===== src/rtl/bldc_hall_pkg.sv =====
// Shared Hall-sensor code definitions: illegal codes, commutation sequence helpers.
// Pure combinational helpers, no state.
package bldc_hall_pkg;

    localparam logic [2:0] HALL_ILLEGAL_0 = 3'b000;
    localparam logic [2:0] HALL_ILLEGAL_7 = 3'b111;

    function automatic logic is_valid(input logic [2:0] code);
        return (code != HALL_ILLEGAL_0) && (code != HALL_ILLEGAL_7);
    endfunction

    // Forward rotation {A,B,C}: 101 -> 100 -> 110 -> 010 -> 011 -> 001 -> 101
    function automatic logic [2:0] next_fwd(input logic [2:0] code);
        case (code)
            3'b101:  next_fwd = 3'b100;
            3'b100:  next_fwd = 3'b110;
            3'b110:  next_fwd = 3'b010;
            3'b010:  next_fwd = 3'b011;
            3'b011:  next_fwd = 3'b001;
            3'b001:  next_fwd = 3'b101;
            default: next_fwd = code;
        endcase
    endfunction

    function automatic logic [2:0] next_rev(input logic [2:0] code);
        case (code)
            3'b100:  next_rev = 3'b101;
            3'b110:  next_rev = 3'b100;
            3'b010:  next_rev = 3'b110;
            3'b011:  next_rev = 3'b010;
            3'b001:  next_rev = 3'b011;
            3'b101:  next_rev = 3'b001;
            default: next_rev = code;
        endcase
    endfunction

endpackage


===== src/rtl/hall_glitch_filter.sv =====
// Two-flop synchroniser plus stability counter; accepts a code held FILT_LEN cycles.
// Strobe is combinational on the accepting cycle (FILT_LEN+2 edges after the raw sample); no backpressure.
module hall_glitch_filter #(
    parameter int W        = 3,
    parameter int FILT_LEN = 16
) (
    input  logic         clk,
    input  logic         rst,
    input  logic [W-1:0] din,
    output logic [W-1:0] acc,
    output logic         acc_stb
);

    localparam int FW = $clog2(FILT_LEN);
    localparam logic [FW-1:0] FMAX = FW'(FILT_LEN - 1);

    logic [W-1:0]  s1;
    logic [W-1:0]  sync;
    logic [W-1:0]  cand;
    logic [W-1:0]  acc_q;
    logic [FW-1:0] fcnt;

    always_ff @(posedge clk) begin
        if (rst) begin
            s1    <= '0;
            sync  <= '0;
            cand  <= '0;
            fcnt  <= '0;
            acc_q <= '0;
        end else begin
            s1   <= din;
            sync <= s1;
            if (sync != cand) begin
                cand <= sync;
                fcnt <= '0;
            end else if (fcnt != FMAX) begin
                fcnt <= fcnt + 1'b1;
            end
            if (acc_stb) begin
                acc_q <= cand;
            end
        end
    end

    // Comparing against the last accepted code makes a held code strobe only once.
    assign acc_stb = (fcnt == FMAX) && (cand != acc_q);
    assign acc     = acc_stb ? cand : acc_q;

endmodule


===== src/rtl/hall_conditioner.sv =====
// Hall conditioning: filtered code, step/direction, step errors, period measurement, fault flags.
// Outputs register on the accept edge (FILT_LEN+3 cycles after a raw edge); no backpressure.
module hall_conditioner
    import bldc_hall_pkg::*;
#(
    parameter int FILT_LEN = 16,
    parameter int CNT_W    = 24
) (
    input  logic             clk,
    input  logic             rst,
    input  logic [2:0]       hall_raw,
    input  logic             clr_fault,
    output logic             hall_a,
    output logic             hall_b,
    output logic             hall_c,
    output logic             hall_valid,
    output logic             step,
    output logic             dir,
    output logic             step_err,
    output logic [CNT_W-1:0] period,
    output logic             period_valid,
    output logic             stalled,
    output logic             hall_fault,
    output logic             fault_sticky
);

    localparam logic [CNT_W-1:0] PMAX = '1;

    logic [2:0]       code;
    logic             code_stb;
    logic [2:0]       hall;
    logic             first_done;
    logic [CNT_W-1:0] pcnt;
    logic             code_ok;
    logic             is_fwd;
    logic             is_rev;

    hall_glitch_filter #(
        .W        (3),
        .FILT_LEN (FILT_LEN)
    ) u_filt (
        .clk     (clk),
        .rst     (rst),
        .din     (hall_raw),
        .acc     (code),
        .acc_stb (code_stb)
    );

    always_comb begin
        code_ok = is_valid(code);
        is_fwd  = (code == next_fwd(hall));
        is_rev  = (code == next_rev(hall));
    end

    assign {hall_a, hall_b, hall_c} = hall;
    assign stalled = (pcnt == PMAX);

    always_ff @(posedge clk) begin
        if (rst) begin
            hall         <= '0;
            hall_valid   <= 1'b0;
            step         <= 1'b0;
            dir          <= 1'b1;
            step_err     <= 1'b0;
            period       <= '0;
            period_valid <= 1'b0;
            hall_fault   <= 1'b0;
            fault_sticky <= 1'b0;
            first_done   <= 1'b0;
            pcnt         <= '0;
        end else begin
            step         <= 1'b0;
            step_err     <= 1'b0;
            period_valid <= 1'b0;
            hall_fault   <= 1'b0;
            if (hall_valid && pcnt != PMAX) begin
                pcnt <= pcnt + 1'b1;
            end
            if (clr_fault) begin
                fault_sticky <= 1'b0;
            end
            if (code_stb) begin
                if (!code_ok) begin
                    hall_fault   <= 1'b1;
                    fault_sticky <= 1'b1;
                end else if (!hall_valid) begin
                    hall       <= code;
                    hall_valid <= 1'b1;
                    pcnt       <= '0;
                    first_done <= 1'b0;
                end else if (is_fwd || is_rev) begin
                    hall         <= code;
                    step         <= 1'b1;
                    dir          <= is_fwd;
                    period       <= (pcnt == PMAX) ? PMAX : pcnt + 1'b1;
                    // The interval since init or a step error is partial, so it is not published.
                    period_valid <= first_done;
                    first_done   <= 1'b1;
                    pcnt         <= '0;
                end else begin
                    hall       <= code;
                    step_err   <= 1'b1;
                    pcnt       <= '0;
                    first_done <= 1'b0;
                end
            end
        end
    end

endmodule


===== config.mk =====
export PLATFORM = sky130hd
export DESIGN_NAME = hall_conditioner
export DESIGN_NICKNAME = d
export VERILOG_FILES = /design/src/rtl/bldc_hall_pkg.sv /design/src/rtl/hall_glitch_filter.sv /design/src/rtl/hall_conditioner.sv
export SDC_FILE = /design/constraint.sdc
export NUM_CORES = 1
export LEC_CHECK = 0
export BUFFER_PORTS_ARGS = -buffer_cell sky130_fd_sc_hd__buf_2
export CORE_MARGIN = 2
export CORE_UTILIZATION = 58
export DETAILED_ROUTE_END_ITERATION = 8
export PLACE_DENSITY_LB_ADDON = 0.15
export RECOVER_POWER = 100
export SYNTH_ARGS = -nofsm -noshare
export SYNTH_HDL_FRONTEND = slang
export SYNTH_SLANG_ARGS = --single-unit

===== constraint.sdc =====
create_clock -name clk -period 2.8 [get_ports clk]
set_input_delay 0.14 -clock clk [delete_from_list [all_inputs] [get_ports clk]]
set_output_delay 0.14 -clock clk [all_outputs]
set_load 0.01 [all_outputs]

After elaboration in Yosys (flattened, before gate mapping)
Index checks and enable logic that the tools add are counted.
- register bits: 75
- bits of input ports: 6
- output and inout bits: 35
- word-level logic and storage cells: 63
- add/subtract/negate cells: 2
- equal/unequal tests: 15
- mux-type cells: 14
- bitwise gates (word level): 4
- reduce and logical (&&, ||, !) cells: 12
- operators with widths (cell ; number):
    $mux 24 ; 4
    $pmux 3 s6 ; 2
    $add 24x1->24 const B ; 1
    $eq 24x24->1 const B ; 1
    $ne 24x24->1 const B ; 1
    $eq 3x3->1 const B ; 3
    $mux 1 ; 7
    $eq 3x2->1 const B ; 2
    $eq 3x3->1 ; 2
    $ne 3x3->1 ; 2
    $reduce_or 5->1 ; 1
    $add 4x1->4 const B ; 1
    $eq 4x4->1 const B ; 1
    $ne 4x4->1 const B ; 1
    $not 1->1 ; 4
    $reduce_and 4->1 ; 1
    $reduce_or 2->1 ; 2
    $reduce_or 4->1 ; 1
    $eq 3x1->1 const B ; 1
    $logic_and 1x1->1 ; 3
    $mux 3 ; 1
    $ne 3x3->1 const B ; 1
    $reduce_bool 3->1 ; 1
    $reduce_or 3->1 ; 1
    2 further kinds ; 2

Longest topological paths before layout
- depth in word-level cells: 7
- mapped depth: 10
- depth with buffers taken out: 7

Modules after synthesis
A second synthesis with hierarchy kept.
- cells, all modules: 426
- area total of the unflattened synthesis: 3762.4 um2
- by module, submodules not included (module ; instances ; cells an instance ; area an instance (um2) ; seq. area each (um2)):
    hall_conditioner ; 1 ; 372 ; 3166.8 ; 1181.1
    hall_glitch_filter ; 1 ; 54 ; 595.6 ; 320.3

Worst setup path before layout
OpenSTA, ideal clock, no wires.
- path kind: register -> register
- start point: register u_filt.fcnt[0]
- end point: register period[3]
- setup time: 0.152 ns
- arrival time: 2.136 ns
- required time: 2.648 ns
- setup slack: 0.512 ns
- cell stages (with the launch flop): 11
- clock period less this slack: 2.288 ns
- path through: dfxtp_1 ha_1 and3_1 buf_4 o31a_1 and3_1 clkbuf_1 nand3b_1 o21ai_2 buf_4 a221oi_1
- cells in the longest elaborated chain, start to end: 6
- elaborated cells on any way between the ends: 10
- RTL lines (element ; RTL line ; source):
    start, declared ; hall_glitch_filter.sv:21 ; logic [FW-1:0] fcnt;
    start signal, assigned ; hall_glitch_filter.sv:37 ; fcnt <= fcnt + 1'b1;
    $eq 4x4->1 * ; hall_glitch_filter.sv:46 ; assign acc_stb = (fcnt == FMAX) && (cand != acc_q);
    $logic_and 1x1->1 * ; hall_glitch_filter.sv:46 ;
    $mux 3 ; hall_glitch_filter.sv:47 ; assign acc = acc_stb ? cand : acc_q;
    $ne 3x3->1 (tied with other cells) ; bldc_hall_pkg.sv:9 ; return (code != HALL_ILLEGAL_0) && (code != HALL_ILLEGAL_7);
    $logic_and 1x1->1 or $logic_or 1x1->1 (tied branches) ; bldc_hall_pkg.sv:9, hall_conditioner.sv:91 ;
    $reduce_and 4->1 (no line) * ; n/a ;
    end signal, assigned ; hall_conditioner.sv:95 ; period <= (pcnt == PMAX) ? PMAX : pcnt + 1'b1;
    end, declared ; hall_conditioner.sv:20 ; output logic [CNT_W-1:0] period,
Mark *: on every way between the ends. The rest lies on a longest branch, timed or not.
A chain may end at the register's enable or synchronous reset.

Worst setup path in the final report
- start point: register u_filt.fcnt[0]
- end point: register period[23]
The elaborated chain is that of the path after synthesis.

==> impl_metrics.tcl <==
set metrics [dict create \
    synth_top_family_by_area "compound AO/OA/AOI/OAI gates" \
    cp-start-kind "flip-flop" \
    instances_no_fill 539 \
    fin_hold_ws_ns 0.0967 \
    vias_per_cell 5.78 \
    initial_core_util_pct 59.7 \
    required_ns 3.05 \
    finalCritPeriodShare_pct 92.0 \
    setup_viol 0 \
    cp_slowest_cell "and3_1" \
    synth_cell_types 51 \
    reg2reg_depth 8 \
    syn_inst 423 \
    wire_per_inst_um 15.0 \
    worstPathArrival_ns 2.83 \
    async_flop_share_pct 0 \
    grt_start_max_net_pins 28 \
    crit_top_cell "a221oi_1" \
    setup_ws_ns 0.224 \
    filler_cell_count 590 \
    fp.dieW_um 84.9 \
    wl_met3_um 484 \
    critPathMaxStageDelay_ns 0.47 \
    routabilityCongestion 0.921 \
    maxUsedRoutingLayer "met4" \
    setup_tns_ns 0 \
    p_leak_nw 1.36 \
    synth_common_cells "dfxtp_1 (75), nor2_1 (36), inv_1 (34), nand2_1 (32), xnor2_1 (26)" \
    place_ws_ns 0.199 \
    place_hpwl_um 5520 \
    cts_buffers 9 \
    slew_headroom_pct 27.5 \
    cts_root_buf "clkbuf_8" \
    ys_seq_elements 75 \
    syn_area_um2 3790 \
    max_cap_violations 0 \
    yosys_most_used_dff "dfxtp_1" \
    yosys.area_share.xor_xnor_pct 10.2 \
    rows 29 \
    cts_sinks 75 \
    avgSynthCellArea_um2 8.97 \
    cts_buffer_depth 2 \
    antenna_found_initial 0 \
    synth_compound_area_share_pct 21.1 \
    drive_gt1_share_pct 8.23 \
    synthAdderAreaFrac_pct 0.660 \
    hold_viol_final 0 \
    synthMuxAreaShare_pct 1.65 \
    synthToLayoutAreaGrowth_pct 8.51 \
    hp-class "in2reg" \
    status "finished, final reports clean" \
    dieArea_um2 7200 \
    synth_seq_area_share_pct 39.6 \
    drcViolationCount 0 \
    grt_pass1_vias 2944 \
    synth_enable_flop_cells 0 \
    whs_path_depth 3 \
    drtIter0Drc 177 \
    core_area_um2 6350 \
    dr_wl_met2_um 3670 \
    ir_drop_mv 0.337 \
    antenna_left 0 \
    postCtsSetupRepairBufs 0 \
    post-place-cells 521 \
    critPathMaxFanout 27 \
    clk_latency_ns 0.35 \
    tightest_slew_ns 1.09 \
    yosysMostFrequentCell "dfxtp_1" \
    yosysWarnings 0 \
    grt_util_all_layers_pct 23.8 \
    die_y_um 84.9 \
    clk_pin_slew_worst_paths_ns 0.08 \
    fmax_mhz 388 \
    critPathKind "reg2reg" \
    synthSimpleGateAreaFrac_pct 19.7 \
    finalWirelength_um 8110 \
    synth_top_area_cell "dfxtp_1" \
    synth_top_area_share_pct 39.6 \
    synth_nets 431 \
    fin_nets 466 \
    met1_length_um 3830 \
    p_per_area_nw_per_um2 496 \
    h-tree-depth 3 \
    firstDrtPassIters 6 \
    port_buffers 40 \
    rsz0062_at_grt "false" \
    drv_slew 0 \
    io_pins 41 \
    period_minus_slack_ns 2.58 \
    grt_pass1_wl_um 13800 \
    crit_chain "ha_1 > and3_1 > nor2_1 > a221oi_1 > o21a_1 > o21ai_4 > buf_12 > a221oi_1" \
    crit_path_end_kind "flip-flop" \
    grt_overflow_total 0 \
    vias 3117 \
    synth_area_leaders "dfxtp_1 (40%), a221oi_2 (7.1%), xnor2_1 (6.0%)" \
    n_antenna_cell 0 \
    cts_tree "done" \
    fin_skew_ns 0.0101 \
]
[layout by cell type (no fill, tap or decap), types with 8 or more instances in the layout]
| cell | Yosys | final |
|---|---|---|
| a21oi_1 | 21 | 21 |
| a221oi_1 | 7 | 23 |
| and4_1 | 8 | 8 |
| clkbuf_1 | 14 | 38 |
| clkbuf_8 | 0 | 10 |
| dfxtp_1 | 75 | 75 |
| inv_1 | 34 | 34 |
| nand2_1 | 32 | 32 |
| nand3_1 | 15 | 15 |
| nor2_1 | 36 | 36 |
| nor2b_1 | 10 | 10 |
| nor3_1 | 10 | 10 |
| o21ai_0 | 9 | 9 |
| or3_1 | 10 | 10 |
| xnor2_1 | 26 | 26 |
| xor2_1 | 18 | 18 |
[final cells by class]
type	count	area [um^2]	share of cell area, %
clock inverters	5	77.6	1.88
flip-flops and latches	75	1500	36.5
repair buffers	50	250	6.08
multi-input cells	288	1930	46.8
well taps	77	96.3	2.34
clock buffers	10	138	3.34
inverters	34	128	3.10
[stage by stage]
step	util, %	cell area (um^2)	power [mW]
4_1_cts	67.2	4270	2.06
6_report	64.8	4120	2.04
5_1_grt	64.8	4120	2.10
3_5_place_dp	63.4	4020	1.16
3_3_place_gp	63.4	4020	1.15
2_1_floorplan	-	3790	1.14
[cell families (layout without fill, tap and decap cells)]
group | after synthesis | count (layout)
and+or+nand+nor | 146 | 146
AOI/OAI and AO/OA | 91 | 91
DFF | 75 | 75
buffers and inverters | 60 | 99
xor gates and xnor gates | 44 | 44
muxes | 5 | 5
adders and majority gates | 2 | 2
[state kept, by name (all words and copies together), names as in the netlist]
name and flops:
step 1, step_err 1, period 24, dir 1, fault_sticky 1, hall_valid 1, hall_fault 1, u_filt.s1 3
hall 3, pcnt 24, u_filt.sync 3, first_done 1, u_filt.acc_q 3, u_filt.cand 3, period_valid 1, u_filt.fcnt 4
[timing repair]
item	4_1_cts	5_1_grt
gates resized for setup	0	1
hold buffers	3	0
setup endpoints to repair	0	23
endpoints found under the hold margin	3	0
[path summary, 6_finish.rpt]
path,to,start,slack [ns]
hold / removal,fault_sticky,clr_fault,0.1
setup / recovery,period[23],u_filt.fcnt[0],0.22
hold reg to reg,u_filt.sync[2],u_filt.s1[2],0.44
setup reg to reg,period[23],u_filt.fcnt[0],0.22
[where the power goes]
part / total (mW) / internal (mW) / switching, mW
clock network: 0.913 / 0.518 / 0.395
registers: 1.08 / 1.07 / 0.00861
logic: 0.0481 / 0.0183 / 0.0298
[worst max-delay path: cells and delay by family (launching register included)]
kind                     cells  cell delay (ns)
buffers and inverters        1             0.17
AO/OA/AOI/OAI                4             1.01
adder cells (fa/ha/maj)      1             0.31
flip-flops                   1             0.39
AND/OR/NAND/NOR              2             0.59
[layer usage]
metal | global-route usage (%) | up-vias
li1 | - | 1564
met1 | 32.1 | 1431
met2 | 37.8 | 112
met3 | 5.64 | 10
met4 | 8.37 | 0
met5 | 0 | -
Note: power is estimated with default switching activity, not from simulation.
